$ cat config.mk
export PLATFORM = sky130hd
export DESIGN_NAME = pipeline_hazard_ctrl_flat
export DESIGN_NICKNAME = d
export VERILOG_FILES = /design/src/rtl/pipeline_hazard_ctrl_if.sv /design/src/rtl/pipeline_hazard_ctrl.sv /design/src/flat_wrapper.sv
export SDC_FILE = /design/constraint.sdc
export NUM_CORES = 1
export LEC_CHECK = 0
export CORE_MARGIN = 10
export CORE_UTILIZATION = 30
export DETAILED_ROUTE_END_ITERATION = 8
export GPL_TIMING_DRIVEN = 0
export PLACE_DENSITY = 0.84
export SLEW_MARGIN = 20
export SYNTH_ARGS = -nofsm -noshare
export SYNTH_HDL_FRONTEND = slang
export SYNTH_SLANG_ARGS = --single-unit
$ cat constraint.sdc
create_clock -name clk -period 2.7 [get_ports clk]
set_input_delay 0.405 -clock clk [delete_from_list [all_inputs] [get_ports clk]]
set_output_delay 0.405 -clock clk [all_outputs]
set_load 0.005 [all_outputs]
$ cat src/rtl/pipeline_hazard_ctrl_if.sv
// ----------------------------------------------------------------------------
// pipeline_hazard_ctrl_if
//   Bundles the hazard-relevant pipeline fields and the stall/flush controls
//   exchanged between the 5-stage datapath and pipeline_hazard_ctrl.
//   Parameter: REG_W - register-address width.
//   Modports:
//     master - datapath side: drives pipeline status, receives controls
//     slave  - controller side: samples pipeline status, drives controls
// ----------------------------------------------------------------------------
interface pipeline_hazard_ctrl_if #(
    parameter int REG_W = 3
);
    // Pipeline status (datapath -> controller)
    logic [REG_W-1:0] ifid_rs;
    logic [REG_W-1:0] ifid_rt;
    logic             ifid_uses_rt;
    logic             idex_mem_read;
    logic [REG_W-1:0] idex_wr_reg;
    logic             exmem_branch;
    logic             exmem_zero;
    logic             exmem_mem_rd;
    logic             exmem_mem_wr;
    logic             mem_ready;

    // Pipeline controls (controller -> datapath)
    logic             pc_write;
    logic             ifid_write;
    logic             ifid_flush;
    logic             idex_bubble;
    logic             exmem_bubble;
    logic             pipe_hold;
    logic             memwb_bubble;
    logic             pc_src;
    logic             mem_timeout;

    modport master (
        output ifid_rs, ifid_rt, ifid_uses_rt, idex_mem_read, idex_wr_reg,
               exmem_branch, exmem_zero, exmem_mem_rd, exmem_mem_wr, mem_ready,
        input  pc_write, ifid_write, ifid_flush, idex_bubble, exmem_bubble,
               pipe_hold, memwb_bubble, pc_src, mem_timeout
    );

    modport slave (
        input  ifid_rs, ifid_rt, ifid_uses_rt, idex_mem_read, idex_wr_reg,
               exmem_branch, exmem_zero, exmem_mem_rd, exmem_mem_wr, mem_ready,
        output pc_write, ifid_write, ifid_flush, idex_bubble, exmem_bubble,
               pipe_hold, memwb_bubble, pc_src, mem_timeout
    );
endinterface

$ cat src/rtl/pipeline_hazard_ctrl.sv
// ----------------------------------------------------------------------------
// pipeline_hazard_ctrl
//   Hazard/sequencing controller for the 5-stage 16-bit pipeline. Stalls on
//   load-use hazards, flushes IF/ID, ID/EX and EX/MEM on a taken branch
//   resolved in MEM, freezes the pipeline while data memory is busy, and
//   latches a sticky error when a memory access exceeds TIMEOUT wait cycles.
//   All state changes on the falling clock edge, the same edge the pipeline
//   registers use; the controls themselves are combinational.
//
//   Ports:
//     clk        - clock (state on negedge)
//     rst_n      - synchronous active-low reset
//     hz         - pipeline_hazard_ctrl_if.slave (status in, controls out)
//     stall_cnt  - cycles with pc_write=0 (saturating)
//     flush_cnt  - taken branches (saturating)
//
//   Optional feature: define HAZ_PERF_CNT_EN to build the saturating
//   stall/flush counters; otherwise both outputs are tied to zero.
// ----------------------------------------------------------------------------
module pipeline_hazard_ctrl #(
    parameter int REG_W   = 3,
    parameter int TIMEOUT = 15,
    parameter int TO_W    = 4,
    parameter int CNT_W   = 16
) (
    input  logic                 clk,
    input  logic                 rst_n,
    pipeline_hazard_ctrl_if.slave hz,
    output logic [CNT_W-1:0]     stall_cnt,
    output logic [CNT_W-1:0]     flush_cnt
);

    typedef enum logic [1:0] {
        ST_RUN      = 2'd0,
        ST_MEM_WAIT = 2'd1,
        ST_ERR      = 2'd2
    } state_e;

    state_e          state_q, state_d;
    logic [TO_W-1:0] to_cnt_q, to_cnt_d;

    logic mem_busy;
    logic branch_taken;
    logic load_use;

    assign mem_busy     = (hz.exmem_mem_rd | hz.exmem_mem_wr) & ~hz.mem_ready;
    assign branch_taken = hz.exmem_branch & hz.exmem_zero;
    // r0 is deliberately not exempt: a load to r0 still stalls its consumer.
    assign load_use     = hz.idex_mem_read &
                          ((hz.idex_wr_reg == hz.ifid_rs) |
                           (hz.ifid_uses_rt & (hz.idex_wr_reg == hz.ifid_rt)));

    // Next state and controls. Priority: ERR > mem wait > branch > load-use.
    // NOTE: every output gets a default first so no path leaves one unassigned (no latch).
    always_comb begin
        state_d         = state_q;
        to_cnt_d        = to_cnt_q;
        hz.pc_write     = 1'b1;
        hz.ifid_write   = 1'b1;
        hz.ifid_flush   = 1'b0;
        hz.idex_bubble  = 1'b0;
        hz.exmem_bubble = 1'b0;
        hz.pipe_hold    = 1'b0;
        hz.memwb_bubble = 1'b0;
        hz.pc_src       = 1'b0;
        hz.mem_timeout  = 1'b0;

        case (state_q)
            ST_ERR: begin
                // Frozen until reset.
                hz.pc_write     = 1'b0;
                hz.ifid_write   = 1'b0;
                hz.pipe_hold    = 1'b1;
                hz.memwb_bubble = 1'b1;
                hz.mem_timeout  = 1'b1;
            end
            ST_RUN, ST_MEM_WAIT: begin
                if (mem_busy) begin
                    hz.pc_write     = 1'b0;
                    hz.ifid_write   = 1'b0;
                    hz.pipe_hold    = 1'b1;
                    hz.memwb_bubble = 1'b1;
                    if (state_q == ST_RUN) begin
                        state_d  = ST_MEM_WAIT;
                        to_cnt_d = TO_W'(1);
                    end else if (to_cnt_q == TO_W'(TIMEOUT)) begin
                        state_d = ST_ERR;
                    end else begin
                        to_cnt_d = to_cnt_q + 1'b1;
                    end
                end else begin
                    state_d  = ST_RUN;
                    to_cnt_d = '0;
                    if (branch_taken) begin
                        // The IF/ID instruction is being flushed, so any
                        // load-use hazard it carries is irrelevant.
                        hz.pc_src       = 1'b1;
                        hz.ifid_flush   = 1'b1;
                        hz.idex_bubble  = 1'b1;
                        hz.exmem_bubble = 1'b1;
                    end else if (load_use) begin
                        hz.pc_write    = 1'b0;
                        hz.ifid_write  = 1'b0;
                        hz.idex_bubble = 1'b1;
                    end
                end
            end
            default: begin
                state_d  = ST_RUN;
                to_cnt_d = '0;
            end
        endcase

        // During reset the pipeline free-runs so it flushes itself.
        if (!rst_n) begin
            hz.pc_write     = 1'b1;
            hz.ifid_write   = 1'b1;
            hz.ifid_flush   = 1'b0;
            hz.idex_bubble  = 1'b0;
            hz.exmem_bubble = 1'b0;
            hz.pipe_hold    = 1'b0;
            hz.memwb_bubble = 1'b0;
            hz.pc_src       = 1'b0;
            hz.mem_timeout  = 1'b0;
        end
    end

    // NOTE: sequential state uses non-blocking assignments so all flops update together.
    always_ff @(negedge clk) begin
        if (!rst_n) begin
            state_q  <= ST_RUN;
            to_cnt_q <= '0;
        end else begin
            state_q  <= state_d;
            to_cnt_q <= to_cnt_d;
        end
    end

`ifdef HAZ_PERF_CNT_EN
    logic [CNT_W-1:0] stall_cnt_q, stall_cnt_d;
    logic [CNT_W-1:0] flush_cnt_q, flush_cnt_d;

    // Saturating event counters.
    always_comb begin
        stall_cnt_d = stall_cnt_q;
        flush_cnt_d = flush_cnt_q;
        if (!hz.pc_write && (stall_cnt_q != '1)) stall_cnt_d = stall_cnt_q + 1'b1;
        if (hz.pc_src && (flush_cnt_q != '1))    flush_cnt_d = flush_cnt_q + 1'b1;
    end

    always_ff @(negedge clk) begin
        if (!rst_n) begin
            stall_cnt_q <= '0;
            flush_cnt_q <= '0;
        end else begin
            stall_cnt_q <= stall_cnt_d;
            flush_cnt_q <= flush_cnt_d;
        end
    end

    assign stall_cnt = stall_cnt_q;
    assign flush_cnt = flush_cnt_q;
`else
    assign stall_cnt = '0;
    assign flush_cnt = '0;
`endif

endmodule

$ cat src/flat_wrapper.sv
// flat-port wrapper written by rule: the top's interface ports become plain ports
module pipeline_hazard_ctrl_flat 
#(
    parameter int REG_W   = 3,
    parameter int TIMEOUT = 15,
    parameter int TO_W    = 4,
    parameter int CNT_W   = 16
)
  (clk, rst_n, stall_cnt, flush_cnt, hz_ifid_rs, hz_ifid_rt, hz_ifid_uses_rt, hz_idex_mem_read, hz_idex_wr_reg, hz_exmem_branch, hz_exmem_zero, hz_exmem_mem_rd, hz_exmem_mem_wr, hz_mem_ready, hz_pc_write, hz_ifid_write, hz_ifid_flush, hz_idex_bubble, hz_exmem_bubble, hz_pipe_hold, hz_memwb_bubble, hz_pc_src, hz_mem_timeout);
  pipeline_hazard_ctrl_if #(.REG_W(REG_W)) hz_i ();
  input  logic clk;
  input  logic rst_n;
  output logic [CNT_W-1:0] stall_cnt;
  output logic [CNT_W-1:0] flush_cnt;
  input wire logic [$bits(hz_i.ifid_rs)-1:0] hz_ifid_rs;
  input wire logic [$bits(hz_i.ifid_rt)-1:0] hz_ifid_rt;
  input wire logic [$bits(hz_i.ifid_uses_rt)-1:0] hz_ifid_uses_rt;
  input wire logic [$bits(hz_i.idex_mem_read)-1:0] hz_idex_mem_read;
  input wire logic [$bits(hz_i.idex_wr_reg)-1:0] hz_idex_wr_reg;
  input wire logic [$bits(hz_i.exmem_branch)-1:0] hz_exmem_branch;
  input wire logic [$bits(hz_i.exmem_zero)-1:0] hz_exmem_zero;
  input wire logic [$bits(hz_i.exmem_mem_rd)-1:0] hz_exmem_mem_rd;
  input wire logic [$bits(hz_i.exmem_mem_wr)-1:0] hz_exmem_mem_wr;
  input wire logic [$bits(hz_i.mem_ready)-1:0] hz_mem_ready;
  output wire logic [$bits(hz_i.pc_write)-1:0] hz_pc_write;
  output wire logic [$bits(hz_i.ifid_write)-1:0] hz_ifid_write;
  output wire logic [$bits(hz_i.ifid_flush)-1:0] hz_ifid_flush;
  output wire logic [$bits(hz_i.idex_bubble)-1:0] hz_idex_bubble;
  output wire logic [$bits(hz_i.exmem_bubble)-1:0] hz_exmem_bubble;
  output wire logic [$bits(hz_i.pipe_hold)-1:0] hz_pipe_hold;
  output wire logic [$bits(hz_i.memwb_bubble)-1:0] hz_memwb_bubble;
  output wire logic [$bits(hz_i.pc_src)-1:0] hz_pc_src;
  output wire logic [$bits(hz_i.mem_timeout)-1:0] hz_mem_timeout;
  assign hz_i.ifid_rs = hz_ifid_rs;
  assign hz_i.ifid_rt = hz_ifid_rt;
  assign hz_i.ifid_uses_rt = hz_ifid_uses_rt;
  assign hz_i.idex_mem_read = hz_idex_mem_read;
  assign hz_i.idex_wr_reg = hz_idex_wr_reg;
  assign hz_i.exmem_branch = hz_exmem_branch;
  assign hz_i.exmem_zero = hz_exmem_zero;
  assign hz_i.exmem_mem_rd = hz_exmem_mem_rd;
  assign hz_i.exmem_mem_wr = hz_exmem_mem_wr;
  assign hz_i.mem_ready = hz_mem_ready;
  assign hz_pc_write = hz_i.pc_write;
  assign hz_ifid_write = hz_i.ifid_write;
  assign hz_ifid_flush = hz_i.ifid_flush;
  assign hz_idex_bubble = hz_i.idex_bubble;
  assign hz_exmem_bubble = hz_i.exmem_bubble;
  assign hz_pipe_hold = hz_i.pipe_hold;
  assign hz_memwb_bubble = hz_i.memwb_bubble;
  assign hz_pc_src = hz_i.pc_src;
  assign hz_mem_timeout = hz_i.mem_timeout;
  pipeline_hazard_ctrl #(.REG_W(REG_W), .TIMEOUT(TIMEOUT), .TO_W(TO_W), .CNT_W(CNT_W)) u_core (.clk(clk), .rst_n(rst_n), .hz(hz_i), .stall_cnt(stall_cnt), .flush_cnt(flush_cnt));
endmodule
Word level (Yosys, flattened, before mapping)

Index checks and enable logic that the tools add are counted.

Bitwise gates (word level): 8
Equal/unequal tests: 7
Reductions and logical operators: 4
Add/subtract/negate cells: 1
Mux-type cells: 27

Operators with widths:

| operator                                      | count |
|---|---|
| 2-to-1 mux 1 bit                              | 17 |
| 2-to-1 mux 4 bit                              | 3 |
| inequality test 4 bit, second input constant  | 2 |
| case mux 4 bit (2 select lines)               | 1 |
| == test 3 bit                                 | 2 |
| 2-to-1 mux 2 bit                              | 3 |
| adder 4 x 1 -> 4 bit, second input constant   | 1 |
| bitwise AND 1 bit                             | 4 |
| == test 4 bit, second input constant          | 1 |
| case mux 1 bit (2 select lines)               | 2 |
| case mux 2 bit (2 select lines)               | 1 |
| AND reduction 2 bit                           | 2 |
| == test 2 x 1 -> 1 bit, second input constant | 1 |
| == test 2 bit, second input constant          | 1 |
| logical NOT 2 bit                             | 1 |
| NOT 1 bit                                     | 2 |
| bitwise OR 1 bit                              | 2 |
| OR reduction 2 bit                            | 1 |

Bits of input ports: 18
Output and inout bits: 41
Register bits after elaboration: 6
Word-level logic and storage cells: 49

Depth between registers and ports, before layout

Gate-level depths: netlist (run 1).

Word-level depth: 9
Gate-level depth with buffers: 5
Depth with buffers taken out: 5

==> flow_summary.ini, run 1 <==
[run_status]
outcome = complete, but fails checks
violations = negative setup slack

[logic_synthesis]
syn_avg_cell_area_um2 = 7.982
ys_seq_area_share_pct = 17.30
yosysTopAreaCellShare_pct = 38.92
synth.top_cells.by_count = buf_4 (36), dfxtp_1 (6), nand2_1 (6)
yosysTopAreaCell = buf_4
syn_inst = 87
yosysMostFrequentCell = buf_4
syn-cell-area_um2 = 694.4
async_reset_ff_share_pct = 0
yosys-top-cells-area = buf_4 (39%), dfxtp_1 (17%), xnor2_1 (5.0%), xor2_1 (3.8%), o21ai_0 (3.6%)
ys_ff_latch = 6
yosysUniqueCellTypes = 27
synth_edf_count = 0
synth_ff_type = dfxtp_1
yosysWarnings = 0

[pwr]
intPower_uw = 238.2
p_comb_share_pct = 39.2
p_seq_share_pct = 26.9
powerDensity_nw_per_um2 = 267.1
p_sw_share_pct = 30.32
p_sw_uw = 103.7
vdd_drop_max_mv = 0.1968
clockPowerShare_pct = 33.9
leakagePower_nw = 0.6832

[setup_path]
cp.arrival_ns = 2.73
crit_chain = nand2b_4, nor2_2, or2_1, o21ba_4, buf_6, buf_6
critPathCaptureType = output pin
slowest_stage = dfxtp_4
start_kind = flip-flop
cp_max_fo = 4
critPathKind = flip-flop to output pin
cp_slowest_stage_delay_ns = 0.36
worstPathRequired_ns = 2.30
cp_common_cell = buf_6
cp_top_family = flip-flops
path_buf_inv = 2

[floorplanning]
ios = 59
start_util_pct = 31.39
die_h_um = 68.11
rows = 17
die_w_um = 68.11
core_area_um2 = 2212
die_area_um2 = 4639

[final_layout]
antenna_cells = 0
seqCellArea_um2 = 125.1
multi_input_area_um2 = 446.7
fin_nets = 182
drive_gt1_share_pct = 42.86
post-route-util_pct = 57.86
nFillCells = 211
area_growth_pct = 84.32

[timing]
drv_slew = 0
final.setup.worst_slack_ns = -0.4344
tns_ns = -2.647
finalClockSkew_ns = 0.007138
finalSetupViolCount = 9
rsz0062_at_grt = true
hold_viol = 0

[routing]
ant_nets = 0
drt-vias-per-instance = 3.847
wl_per_cell_um = 11.61
drcViolationCount = 0
vias = 727
wl_um = 2195
firstDrtPassIters = 2
drtIter0Drc = 9

[clock_tree]
cts_sinks = 6
clk_path_buf_depth = 2
clock_latency_ns = 0.31
clk_pin_slew_ns = 0.03
hold_buffers = 0
cts_tree = done
htreeDepth = 1
cts_root_buf = clkbuf_4
cts_buffers = 3

[min_path]
hold_class = flip-flop to flip-flop

[grt]
grt_pass1_wl_um = 3049
grt-ovfl-total = 0
antenna_found_initial = 0
global_route.usage.total_pct = 8.490
grt_pass1_vias = 732
grt_max_degree = 7

[placed_design]
place_congestion = 0.9057
dpl.hpwl_um = 1794
portBuffers = 26

[run]
cap_viol_max_count = 0
==> repair_timing <==
item / CTS / global route
resized for setup: 50 / 4
hold endpoints to repair: 0 / 0
pin swaps: 6 / 4
buffers inserted: 7 / 2
setup endpoints to repair: 11 / 12
gates cloned: 0 / 0
==> cells in the final DEF, fill, tap and decap left out, types with 2 or more instances in the layout <==
cell type,n
nand3_1,2
clkdlybuf4s50_1,13
dfxtp_1,4
buf_4,40
buf_2,2
inv_1,7
xor2_1,3
dlygate4sd2_1,4
nand2_1,5
conb_1,32
xnor2_1,4
o21ai_0,5
buf_6,10
nor2_4,3
nand4_1,2
clkbuf_4,3
==> kinds of logic (layout without fill, tap and decap cells) <==
logic type	after synthesis	count (layout)	synth area share [%]
fa+ha+maj	1	1	1.802
simple gates	21	21	16.40
other cells	1	32	0.5400
compound gates	12	12	14.59
xor+xnor	7	7	8.829
flops	6	6	17.30
buf+inv	39	82	40.54
==> sequential cells by signal, indices dropped and copies added, names as in the netlist <==
name and flops:
u_core.to_cnt_q 4, u_core.state_q 2
==> worst paths after layout <==
path                            from                  to  slack, ns  cells past startpoint
setup / recovery   u_core.state_q[1]         hz_pc_write      -0.43                      6
hold / removal    u_core.to_cnt_q[1]  u_core.to_cnt_q[1]       0.51                      2
setup reg to reg  u_core.to_cnt_q[0]  u_core.to_cnt_q[0]       1.26                      4
hold reg to reg   u_core.to_cnt_q[1]  u_core.to_cnt_q[1]       0.51                      2
==> layer usage <==
metal | up-vias | part of all wire, % | GRT usage [%]
met1 | 315 | 32 | 7.222
met4 | 0 | 0.77 | 4.774
li1 | 368 | - | -
met5 | - | 0 | 0
met2 | 42 | 52 | 15.12
met3 | 2 | 15 | 5.057
==> power groups by stage <==
| stage | Sequential [mW] | Clock, mW | Combinational, mW |
|---|---|---|---|
| after global placement | 0.0944 | 0.0161 | 0.114 |
| after floorplan | 0.0940 | 0.0161 | 0.0715 |
| final | 0.0919 | 0.116 | 0.134 |
| after global routing | 0.0918 | 0.137 | 0.147 |
| after detailed placement | 0.0946 | 0.0161 | 0.116 |
| after CTS | 0.0918 | 0.122 | 0.127 |
==> cell type report <==
cell class	instances	area share [%]
multi-input cells	73	34.90
repair buffers	35	26.49
plain buffers	36	21.99
flip-flops and latches	6	9.775
well taps	28	2.737
clock buffers	3	1.760
clock inverters	6	1.760
inverters	2	0.5865
==> worst min-delay path: cells and delay by family (launching register included) <==
family           cells  cell delay [ns]
AO/OA/AOI/OAI        1             0.07
flip-flops           1             0.31
AND/OR/NAND/NOR      1             0.07
==> metrics by stage <==
step           area, um2  hold slack, ns  instances  setup slack, ns  power [mW]
3_5_place_dp        1122          0.5052        172          -0.6439      0.2269
2_1_floorplan      827.0          0.4602        118          -0.1424      0.1816
3_3_place_gp        1122          0.4770        172          -0.6329      0.2245
4_1_cts             1247          0.5137        187          -0.4668      0.3408
6_report            1280          0.5131        189          -0.4344      0.3419
5_1_grt             1280          0.5402        189          -0.5097      0.3751
(Power assumes the default switching activity.)
==> run 2: changes to the inputs <==
Settings changed: CTS_BUF_LIST set to sky130_fd_sc_hd__clkbuf_8.
==> flow_summary.ini, run 2 (same netlist as run 1, synthesis figures left out) <==
[pwr]
power_uw = 390.9
intPower_uw = 282.4
p_seq_share_pct = 23.5
p_sw_uw = 108.5
p_comb_share_pct = 33.8
powerDensity_nw_per_um2 = 303.0
leakagePower_nw = 0.6863
p_sw_share_pct = 27.76
vdd_drop_max_mv = 0.2324
clockPowerShare_pct = 42.7

[clock_tree]
clock_latency_ns = 0.29
htreeDepth = 1
cts_tree = done
cts_sinks = 6
clk_path_buf_depth = 2
cts_root_buf = clkbuf_8
cts_buffers = 3
hold_buffers = 0
clk_pin_slew_ns = 0.03

[floorplanning]
core_area_um2 = 2212
die_area_um2 = 4639
die_h_um = 68.11
ios = 59
die_w_um = 68.11
start_util_pct = 31.39
rows = 17

[final_layout]
largest_register = u_core.to_cnt_q
largest_reg_flops = 4
fin_nets = 182
area_growth_pct = 85.77
mostFrequentLayoutCells = buf_4 (40), conb_1 (32), clkdlybuf4s50_1 (13), buf_6 (11), inv_1 (7)
final_area_um2 = 1290
layout_commonest_cell = buf_4
reg_top3 = u_core.to_cnt_q x4, u_core.state_q x2
antenna_cells = 0
drive_gt1_share_pct = 42.86
post-route-util_pct = 58.31

[placed_design]
place_congestion = 0.9057
dpl.hpwl_um = 1794
portBuffers = 26
place_area_um2 = 1122

[grt]
grt-ovfl-total = 0
antenna_found_initial = 0
grt_pass1_vias = 757
grt_pass1_wl_um = 3118
global_route.usage.total_pct = 8.627
grt_max_degree = 7

[timing]
hold_viol = 0
finalSetupViolCount = 9
tns_ns = -2.559
final.setup.worst_slack_ns = -0.4168
rsz0062_at_grt = true
hold_ws_ns = 0.5113
finalClockSkew_ns = 0.004822
drv_slew = 0

[setup_path]
reg2reg_slack_ns = 1.29
critPathCaptureType = output pin
cp.arrival_ns = 2.71
cp_max_fo = 4
worstPathRequired_ns = 2.30
critPathKind = flip-flop to output pin
start_kind = flip-flop

[routing]
wl_um = 2163
drt-vias-per-instance = 3.857
wl_per_cell_um = 11.44
vias = 729
drcViolationCount = 0
firstDrtPassIters = 4
drtIter0Drc = 10
ant_nets = 0

[run_status]
outcome = complete, but fails checks
violations = negative setup slack

[min_path]
hold_class = flip-flop to flip-flop

[run]
cap_viol_max_count = 0
## run 2: area by class of cell
cell class,count,area [um2]
inverters,2,7.507
flip-flops and latches,6,125.1
clock inverters,6,22.52
well taps,28,35.03
plain buffers,36,281.5
clock buffers,3,41.29
multi-input cells,73,446.7
fillers,213,922.1
repair buffers,35,330.3
## run 2: final timing paths
check / start / end / cells after the start
max: u_core.state_q[1] / hz_pc_write / 6
min: u_core.to_cnt_q[1] / u_core.to_cnt_q[1] / 2
max reg2reg: u_core.to_cnt_q[0] / u_core.to_cnt_q[0] / 4
min reg2reg: u_core.to_cnt_q[1] / u_core.to_cnt_q[1] / 2
## run 2: power groups by stage
stage / Combinational (mW) / Sequential, mW / Clock (mW)
6_report: 0.132 / 0.0919 / 0.167
5_1_grt: 0.145 / 0.0918 / 0.191
4_1_cts: 0.125 / 0.0918 / 0.178
3_5_place_dp: 0.116 / 0.0946 / 0.0161
3_3_place_gp: 0.114 / 0.0944 / 0.0161
2_1_floorplan: 0.0715 / 0.0940 / 0.0161
## run 2: metrics by stage
stage / worst slack (ns) / std cells
2_1_floorplan: -0.1424 / 118
3_3_place_gp: -0.6329 / 172
3_5_place_dp: -0.6439 / 172
4_1_cts: -0.4530 / 188
5_1_grt: -0.5033 / 189
6_report: -0.4168 / 189
## run 2: per-layer routing
layer  track usage [%]  routed length, um  up-vias
li1                  -                  -      369
met3             4.078                314        2
met2             15.81               1124       40
met4             5.779                 23        0
met5                 0                  0        -
met1             7.236                701      318
## run 2: what timing repair did
item | 4_1_cts | 5_1_grt
pin swaps | 7 | 2
buffers inserted | 8 | 1
endpoints found under the hold margin | 0 | 0
endpoints found under the setup margin | 11 | 13
resized for setup | 50 | 5
## run 2: worst max-delay path, cell delays in order (launching register included)
cell and delay, ns:
dfxtp_4 0.36, nand2b_4 0.07, nor2_2 0.03, or2_1 0.22, o21ba_4 0.23, buf_6 0.09, buf_6 0.08
